==> config.mk <==
export PLATFORM = sky130hd
export DESIGN_NAME = i2s_rx_core
export DESIGN_NICKNAME = d
export VERILOG_FILES = /design/src/rtl/i2s_pkg.sv /design/src/rtl/i2s_clkgen.sv /design/src/rtl/i2s_rx_core.sv
export SDC_FILE = /design/constraint.sdc
export NUM_CORES = 1
export LEC_CHECK = 0
export CAP_MARGIN = 20
export CORE_MARGIN = 2
export CORE_UTILIZATION = 47
export CTS_CLUSTER_SIZE = 30
export DETAILED_ROUTE_END_ITERATION = 10
export PLACE_DENSITY = 0.74
export SYNTH_ARGS = -nofsm -noshare
export SYNTH_HDL_FRONTEND = slang
export SYNTH_SLANG_ARGS = --single-unit
==> constraint.sdc <==
create_clock -name mck -period 1.8 [get_ports mck]
set_input_delay 0.36 -clock mck [delete_from_list [all_inputs] [get_ports mck]]
set_output_delay 0.36 -clock mck [all_outputs]
set_load 0.01 [all_outputs]
==> src/rtl/i2s_pkg.sv <==
// Shared constants for the I2S receive path: slot geometry and parameter defaults.
// No logic, no latency, no flow control.
package i2s_pkg;

    localparam int SLOTS_PER_HALF        = 32;
    localparam int COUNT_W               = 5;
    localparam int DEFAULT_WORD_W        = 24;
    localparam int DEFAULT_BCK_DIV_LOG2  = 3;

endpackage : i2s_pkg

==> src/rtl/i2s_clkgen.sv <==
// Free-running mck divider producing sck/bck/lrck/count and the bck-rise sample strobe.
// Outputs are divider flop bits (zero latency after the edge); free-running, no backpressure.
module i2s_clkgen
    import i2s_pkg::*;
#(
    parameter int BCK_DIV_LOG2 = DEFAULT_BCK_DIV_LOG2
) (
    input  logic               mck,
    input  logic               reset,
    output logic               sck,
    output logic               bck,
    output logic               lrck,
    output logic [COUNT_W-1:0] count,
    output logic               sample_en
);

    localparam int L     = BCK_DIV_LOG2;
    localparam int DIV_W = L + $clog2(SLOTS_PER_HALF) + 1;

    // Phase just before bck rises: low L bits = 0111..1.
    localparam logic [L-1:0] SAMPLE_PHASE = {1'b0, {(L-1){1'b1}}};

    logic [DIV_W-1:0] div_q;
    logic [DIV_W-1:0] div_d;

    always_comb begin
        div_d = div_q + DIV_W'(1);
    end

    always_ff @(posedge mck or negedge reset) begin
        if (!reset) begin
            div_q <= '0;
        end else begin
            div_q <= div_d;
        end
    end

    assign sck       = div_q[0];
    assign bck       = div_q[L-1];
    assign count     = div_q[L+4:L];
    assign lrck      = div_q[L+5];
    assign sample_en = (div_q[L-1:0] == SAMPLE_PHASE);

endmodule : i2s_clkgen

==> src/rtl/i2s_rx_core.sv <==
// I2S master clocking plus MSB-first deserializer; word lands on the LSB-sampling bck rise (0 mck latency).
// No backpressure: data_rdy is a one-mck strobe and each new word overwrites data_out.
module i2s_rx_core
    import i2s_pkg::*;
#(
    parameter int WORD_W       = DEFAULT_WORD_W,
    parameter int BCK_DIV_LOG2 = DEFAULT_BCK_DIV_LOG2
) (
    input  logic               mck,
    input  logic               reset,
    input  logic               data_in,
    output logic               sck,
    output logic               bck,
    output logic               lrck,
    output logic [WORD_W-1:0]  data_out,
    output logic [COUNT_W-1:0] count,
    output logic               data_rdy
);

    // Philips framing: MSB in slot 1, so the LSB arrives in slot WORD_W.
    localparam logic [COUNT_W-1:0] LAST_SLOT = COUNT_W'(WORD_W);

    logic              sample_en;
    logic [WORD_W-1:0] shifted;
    logic              word_done;

    logic [WORD_W-1:0] shreg_q,    shreg_d;
    logic [WORD_W-1:0] data_out_q, data_out_d;
    logic              data_rdy_q, data_rdy_d;

    i2s_clkgen #(
        .BCK_DIV_LOG2 (BCK_DIV_LOG2)
    ) u_clkgen (
        .mck       (mck),
        .reset     (reset),
        .sck       (sck),
        .bck       (bck),
        .lrck      (lrck),
        .count     (count),
        .sample_en (sample_en)
    );

    always_comb begin
        shifted    = (shreg_q << 1) | WORD_W'(data_in);
        word_done  = sample_en && (count == LAST_SLOT);
        shreg_d    = shreg_q;
        data_out_d = data_out_q;
        data_rdy_d = word_done;
        if (sample_en) begin
            shreg_d = shifted;
        end
        if (word_done) begin
            data_out_d = shifted;
        end
    end

    always_ff @(posedge mck or negedge reset) begin
        if (!reset) begin
            shreg_q    <= '0;
            data_out_q <= '0;
            data_rdy_q <= 1'b0;
        end else begin
            shreg_q    <= shreg_d;
            data_out_q <= data_out_d;
            data_rdy_q <= data_rdy_d;
        end
    end

    assign data_out = data_out_q;
    assign data_rdy = data_rdy_q;

endmodule : i2s_rx_core

# Word-level counts from Yosys, hierarchy flattened
# Cells that the tools add are included.
totals:
  output_inout_bits: 33
  input_bits: 3
  word_cells: 9
  regBits: 57
classes:
  n_reduce_logical: 1
  eq_ne: 2
  add_sub_neg: 1
  n_bitwise: 1
ops:
  columns: ["operator", "n"]
  rows:
  - ["$or 24x1->24", 1]
  - ["$add 9x1->9 const B", 1]
  - ["$eq 5x5->1 const B", 1]
  - ["$eq 3x2->1 const B", 1]
  - ["$logic_and 1x1->1", 1]

# Depth between registers and ports, before layout
# Gate-level depths: netlist of run 1.
depth:
  ltp_word: 2
  mapped_depth: 7
  depth_no_buf: 5

# Cells and area by module
# A second synthesis of run 1 with hierarchy kept.
unflattened:
  hier_cells: 140
  area_unflattened_um2: 2279.7
by_module_without_submodules:
  columns: ["mod", "n_inst", "seq_area_each_um2", "cells_each", "area_each_um2"]
  rows:
  - ["i2s_rx_core", 1, 1201.2, 104, 1869.3]
  - ["i2s_clkgen", 1, 225.2, 36, 410.4]

# Least setup slack after synthesis of run 1
# No wires, ideal clock.
synth_path:
  kind: "reg2reg"
  from: "register u_clkgen.div_q[0]"
  to: "register data_out_q[10], in the netlist data_out[10]"
  setup_ns: 0.125
  setup_slack_ns: -0.038
  synth_period_minus_slack_ns: 1.838
  arrival_time_ns: 1.713
  required_time_ns: 1.675
  n_path_buf: 2
  stages_incl_launch_ff: 8
  path_cell_list: "dfrtp_1 ha_1 ha_1 buf_2 nor4b_4 nand3_4 buf_6 mux2_4"
synth_between:
  elab_chain_cells: 2
synth_rtl:
  columns: ["element", "line", "rtl"]
  rows:
  - ["start, declared", "i2s_clkgen.sv:23", "logic [DIV_W-1:0] div_q;"]
  - ["start signal, assigned", "i2s_clkgen.sv:34", "div_q <= div_d;"]
  - ["$eq 3x2->1", "i2s_clkgen.sv:42", "assign sample_en = (div_q[L-1:0] == SAMPLE_PHASE);"]
  - ["$logic_and 1x1->1", "i2s_rx_core.sv:45", "word_done = sample_en && (count == LAST_SLOT);"]
  - ["end signal, assigned", "i2s_rx_core.sv:64", "data_out_q <= data_out_d;"]
  - ["end, declared", "i2s_rx_core.sv:28", "logic [WORD_W-1:0] data_out_q, data_out_d;"]
# No other way between the ends.
# A chain may end at the register's enable or synchronous reset.

# Worst setup path in the final report of run 1
layout_path:
  from: "register u_clkgen.div_q[3]"
  to: "output port count[0]"
layout_lines:
  columns: ["element", "line", "rtl"]
  rows:
  - ["end, declared", "i2s_rx_core.sv:16", "output logic [COUNT_W-1:0] count,"]
# No word-level cell between the ends.

==> results by group, run 1 <==
Status
  – Status: finished clean

Clocking
  – Hold buffers post-CTS: 0
  – Sink Count: between 50 and 60
  – Clk_lat worst skew: about 320 ps
  – CTS tree: yes
  – Worst-path clk slew: approximately 60 ps
  – Htree depth: 3
  – CTS Buf Count: 9
  – Longest Clk Path Bufs: 2
  – Root Buffer: clkbuf_8

GRT
  – Gr ovfl total: 0
  – Initial antenna violation count: 0
  – Largest net degree at the start of global routing: 26
  – Vias in the first global route: roughly 1,200
  – Total Routing Usage GR: between 10% and 20%
  – First-pass GRT wire length: about 6000 um

Final layout
  – N_diodes: 0
  – Final #Nets: around 180
  – Share of layout cells above drive strength 1: between 30% and 40%
  – Synth-to-Final Area Change: 24.7%
  – Final core utilization: 60.6%

Yosys
  – Syn Area/Cell: roughly 17 sq um
  – Seq/Total Area, Yosys: between 60% and 70%
  – Cell variety after synth: 18
  – Yosys warning count: 0
  – Net count after synthesis: 142
  – Post-Syn Area: approximately 2300 sq um
  – Post-Synthesis Cells: approximately 140
  – Register bit count reported by yosys: between 50 and 60

Routing
  – Iter 0 DRT Violations: 36
  – Wire per inst: between 10 and 15 um
  – Via count: about 1,200
  – ANT nets after route: 0
  – TritonRoute pass-1 iters: 4
  – Drt drc: 0
  – Vias/cell: slightly above 5
  – Post-Route WL: about 3400 um

Floorplan
  – Core area: about 4700 sq um
  – Die height: approximately 74 um
  – Die area: ~5400 sq um
  – Die Width: 73.7 um
  – Number of cell rows: 25
  – Io pins: 36
  – Starting Density: around 50%

Timing
  – Setup TNS: 0 ps
  – Final setup fails: 0
  – Worst-Margin Slew: just over 500 ps
  – RSZ-0062 raised after global routing: false
  – Skew final: between 5 and 6 ps
  – Hold Violations, Final: 0
  – Max-slew headroom: between 60% and 70%
  – Final worst path period share: 95.6%
  – Minimum period implied by the final worst setup slack: around 1700 ps
  – Peak Freq: approximately 580 MHz
  – Final slew viol count: 0

Critical path
  – CP startpoint: u_clkgen.div_q[3]
  – Setup CP Type: reg2out
  – Critical path's largest stage delay: 580 ps
  – CP arrival: 1360 ps
  – RR Startpoint: u_clkgen.div_q[0]
  – Crit-path slowest cell: clkdlybuf4s50_1
  – Required time of the critical path: approximately 1400 ps
  – Crit end category: output port
  – Crit-path leading delay family: buffers and inverters
  – CP startpoint kind: flip-flop
  – WP buf/inv: 1
  – Crit-path cells: clkdlybuf4s50_1
  – Crit path max fanout: 5

Power and ir drop
  – Static leakage: around 1.4 nW
  – IR drop worst, VDD: ~640 uV
  – Power Density: roughly 800 nW/um^2

Place
  – Port bufs: 35
  – Last weighted congestion value of the routability-driven placer: ~0.73
  – HPWL after detailed placement: between 2000 and 2500 um

Flow run
  – MaxCap Viol Count: 0

Hold path
  – Min-Delay Path Class: in2async
==> per-stage QoR <==
stage	setup slack, ps	total power, mW	std cells	area (sq um)	hold WS [ps]
finish	79.8	2.29	234	2850	6.05
CTS	33.4	2.33	233	2830	7.94
global route	10.7	2.38	234	2850	36.1
global placement	139	1.36	220	2680	357
floorplan	-23.6	1.32	137	2310	64.4
detailed placement	78.2	1.36	220	2680	364
==> worst paths after layout <==
check / end / slack [ps] / depth (start not counted)
worst max-delay path: count[0] / 80 / 1
worst min-delay path: data_out[11] / 6 / 1
worst max register to register: data_out[1] / 120 / 6
worst min register to register: u_clkgen.div_q[8] / 480 / 1
max in group asynchronous: u_clkgen.div_q[4] / 1100 / 2
min in group mck: u_clkgen.div_q[8] / 480 / 1
==> layout by cell type (no fill, tap or decap), drive strengths merged <==
cell type | Yosys | layout
dfrtp | 57 | 57
clkbuf | 0 | 12
nand4 | 1 | 1
ha | 2 | 2
nor3 | 1 | 1
mux2 | 47 | 47
nand3 | 3 | 3
buf | 10 | 6
nor2 | 1 | 1
clkinv | 0 | 1
clkdlybuf4s50 | 0 | 34
nand2 | 3 | 3
and4 | 1 | 1
xor2 | 2 | 2
nor4b | 1 | 1
inv | 4 | 4
xnor2 | 4 | 4
==> logic make-up (layout without fill, tap and decap cells) <==
| family | after synthesis | count (layout) | share of synthesized area [%] |
|---|---|---|---|
| muxes | 47 | 47 | 26.3 |
| DFF | 57 | 57 | 62.5 |
| buffers and inverters | 14 | 57 | 3.95 |
| and+or+nand+nor | 11 | 11 | 3.78 |
| adders and majority gates | 2 | 2 | 1.10 |
| xor gates and xnor gates | 6 | 6 | 2.30 |
==> Yosys cell counts, drive strengths merged <==
cell type / count / area share [%]
dfrtp: 57 / 63
mux2: 47 / 26
buf: 10 / 3.3
inv: 4 / 0.66
xnor2: 4 / 1.5
nand2: 3 / 0.49
nand3: 3 / 1.2
ha: 2 / 1.1
xor2: 2 / 0.77
and4: 1 / 0.38
nand4: 1 / 0.27
nor2: 1 / 0.16
nor3: 1 / 0.22
nor4b: 1 / 1.0
==> state kept, by name, indices dropped and copies added (netlist names) <==
register	flops
data_out	24
shreg_q	23
u_clkgen.div_q	9
data_rdy	1
==> power by group <==
group	total, mW	switching (mW)	internal (mW)
Clock	0.950	0.438	0.512
Combinational	0.0401	0.0268	0.0133
Sequential	1.30	0.00551	1.29
==> layout make-up <==
cell class / instances / area [sq um]
Tap cell: 54 / 67.6
Inverter: 4 / 15.0
Multi-Input combinational cell: 66 / 790
Clock buffer: 12 / 145
Clock inverter: 1 / 5.00
Fill cell: 375 / 1850
Sequential cell: 57 / 1430
Timing Repair Buffer: 40 / 395
==> repair_timing <==
action	in CTS	in global routing
gates resized for setup	0	2
buffers inserted	0	1
endpoints found under the setup margin	0	20
==> layer usage <==
metal / track usage [%] / vias up / share of wire, %
met5: 0 / - / 0
met4: 9.70 / 0 / 2.3
met3: 3.57 / 7 / 3.8
met2: 21.4 / 26 / 48
met1: 20.4 / 615 / 46
li1: - / 548 / -
Note: power is estimated with default switching activity, not from simulation.
==> inputs of run 2 (changes only) <==
--- a/config.mk
+++ b/config.mk
@@ -5,6 +5,7 @@
 export SDC_FILE = /design/constraint.sdc
 export NUM_CORES = 1
 export LEC_CHECK = 0
+export ABC_AREA = 0
 export CAP_MARGIN = 20
 export CORE_MARGIN = 2
 export CORE_UTILIZATION = 47
==> constraint.sdc (replaced) <==
create_clock -name mck -period 1.8 [get_ports mck]
set_input_delay 0.54 -clock mck [delete_from_list [all_inputs] [get_ports mck]]
set_output_delay 0.54 -clock mck [all_outputs]
set_load 0.01 [all_outputs]
==> results by group, run 2 (synthesis gave the netlist of run 1 again) <==
Clocking
  – Worst-path clk slew: ~60 ps
  – Clk_lat worst skew: ~320 ps
  – Htree depth: 3
  – CTS tree: yes
  – Root Buffer: clkbuf_8
  – Sink Count: 57
  – Hold buffers post-CTS: 0
  – Longest Clk Path Bufs: 2
  – CTS Buf Count: 9

Final layout
  – N_diodes: 0
  – FF/Latch Area: around 1400 sq um
  – Share of layout cells above drive strength 1: between 30% and 40%
  – Final #Nets: 183
  – Most frequent cells in the layout: 52 x dfrtp_1, 28 x mux2_2, 19 x mux2_4
  – Area of the multi-input gates: 779 sq um
  – Fillers: 365
  – Max reg flops: 24
  – Final Instance Area: roughly 2900 sq um
  – Synth-to-Final Area Change: 26.2%
  – Commonest non-fill, non-tap cell in the layout: dfrtp_1

Critical path
  – WP buf/inv: 1
  – RR Startpoint: u_clkgen.div_q[0]
  – Crit path max fanout: 2
  – Crit end category: output port
  – CP startpoint kind: flip-flop
  – Reg2reg setup slack: approximately 90 ps
  – Crit-path cells: clkdlybuf4s50_1
  – Setup CP Type: reg2out
  – CP arrival: 1220 ps
  – Stages on the worst setup path: 1
  – CP startpoint: data_out[6]
  – Critical path's largest stage delay: roughly 540 ps
  – Crit-path leading delay family: buffers and inverters
  – R2R cell count: 6
  – R2R Path End: data_out[5]
  – Critical path endpoint: data_out[6]
  – Crit-path slowest cell: clkdlybuf4s50_1
  – Required time of the critical path: about 1300 ps

GRT
  – Vias in the first global route: approximately 1,200
  – Gr ovfl total: 0
  – Largest net degree at the start of global routing: between 50 and 60
  – Total Routing Usage GR: between 10% and 20%
  – First-pass GRT wire length: between 5000 and 6000 um
  – Initial antenna violation count: 0

Routing
  – Drt drc: 0
  – TritonRoute pass-1 iters: 2
  – Vias/cell: approximately 5
  – Post-Route WL: 3600 um
  – Wire per inst: approximately 15 um
  – Via count: 1,194
  – Iter 0 DRT Violations: 32
  – ANT nets after route: 0

Place
  – Port bufs: 35
  – HPWL after detailed placement: between 2000 and 2500 um
  – Last weighted congestion value of the routability-driven placer: approximately 0.73
  – Placed Instance Area: 2680 sq um

Power and ir drop
  – Power Density: around 800 nW/um^2
  – Static leakage: between 1.5 and 2 nW
  – IR drop worst, VDD: a little over 500 uV

Floorplan
  – Starting Density: a little under 50%
  – Die Width: between 70 and 80 um
  – Die area: roughly 5400 sq um
  – Die height: between 70 and 80 um
  – Core area: between 4000 and 5000 sq um
  – Io pins: 36
  – Number of cell rows: 25

Timing
  – Worst-Margin Slew: approximately 300 ps
  – Final worst path period share: between 90 and 100%
  – Minimum period implied by the final worst setup slack: ~1800 ps
  – Max-slew headroom: 79.6%
  – Final slew viol count: 0
  – Final setup fails: 0
  – Peak Freq: between 500 and 600 MHz
  – Hold Violations, Final: 0
  – Skew final: about 2.8 ps
  – Setup TNS: 0 ps
  – RSZ-0062 raised after global routing: false

Flow run
  – MaxCap Viol Count: 0

Hold path
  – Min-Delay Path Class: in2async

Status
  – Status: finished clean
[run 2: cell count changes in the layout (fill, tap and decap cells not counted), sizes merged]
| cell | change |
|---|---|
| dlymetal6s2s | +12 |
| clkbuf | +3 |
| clkinv | -1 |
| clkdlybuf4s50 | -21 |
| dlygate4sd2 | +9 |
[run 2: cell type report]
cell class                 instances  area share, %
timing repair buffer              40           14.8
clock buffer                      15           5.43
sequential                        57           49.8
inverter                           4          0.522
tap                               54           2.35
multi-input combinational         66           27.1
[run 2: routing by layer]
metal,routed length (um),part of all wire (%),vias up,GRT usage (%)
met4,81,2.2,0,8.48
li1,-,-,550,-
met3,207,5.7,8,7.00
met5,0,0,-,0
met2,1710,47,28,21.9
met1,1600,45,608,18.8
[run 2: worst min-delay path by stage]
stage                     cells past startpoint           endpoint              start  slack (ps)
after floorplan                               0        data_out[0]              reset         240
after global placement                        1  u_clkgen.div_q[8]  u_clkgen.div_q[8]         460
after detailed placement                      1  u_clkgen.div_q[8]  u_clkgen.div_q[8]         480
after CTS                                     2       data_out[10]              reset         210
after global routing                          2       data_out[10]              reset         210
final                                         2       data_out[10]              reset         190
[run 2: per-stage QoR]
step / hold slack (ps) / cells / setup slack [ps] / util, % / power, mW
finish: 195 / 236 / 40.8 / 61.3 / 2.31
global route: 213 / 236 / 2.57 / 61.3 / 2.40
CTS: 206 / 236 / 0.686 / 60.7 / 2.35
detailed placement: 481 / 219 / 91.3 / 57.1 / 1.36
global placement: 457 / 219 / 139 / 57.1 / 1.36
floorplan: 244 / 137 / -23.6 / - / 1.32
[run 2: report_power, final]
| group | total (mW) | internal [mW] | switching [mW] | leakage, nW |
|---|---|---|---|---|
| combinational | 0.0419 | 0.0143 | 0.0276 | 0.818 |
| clock | 0.974 | 0.532 | 0.442 | 0.0778 |
| sequential | 1.30 | 1.29 | 0.00624 | 0.760 |
| total | 2.31 | 1.84 | 0.476 | 1.66 |
[run 2: repair_timing]
item	CTS	global route
setup buffers	2	0
resized for setup	14	12
pin swaps	0	0
setup endpoints to repair	11	12
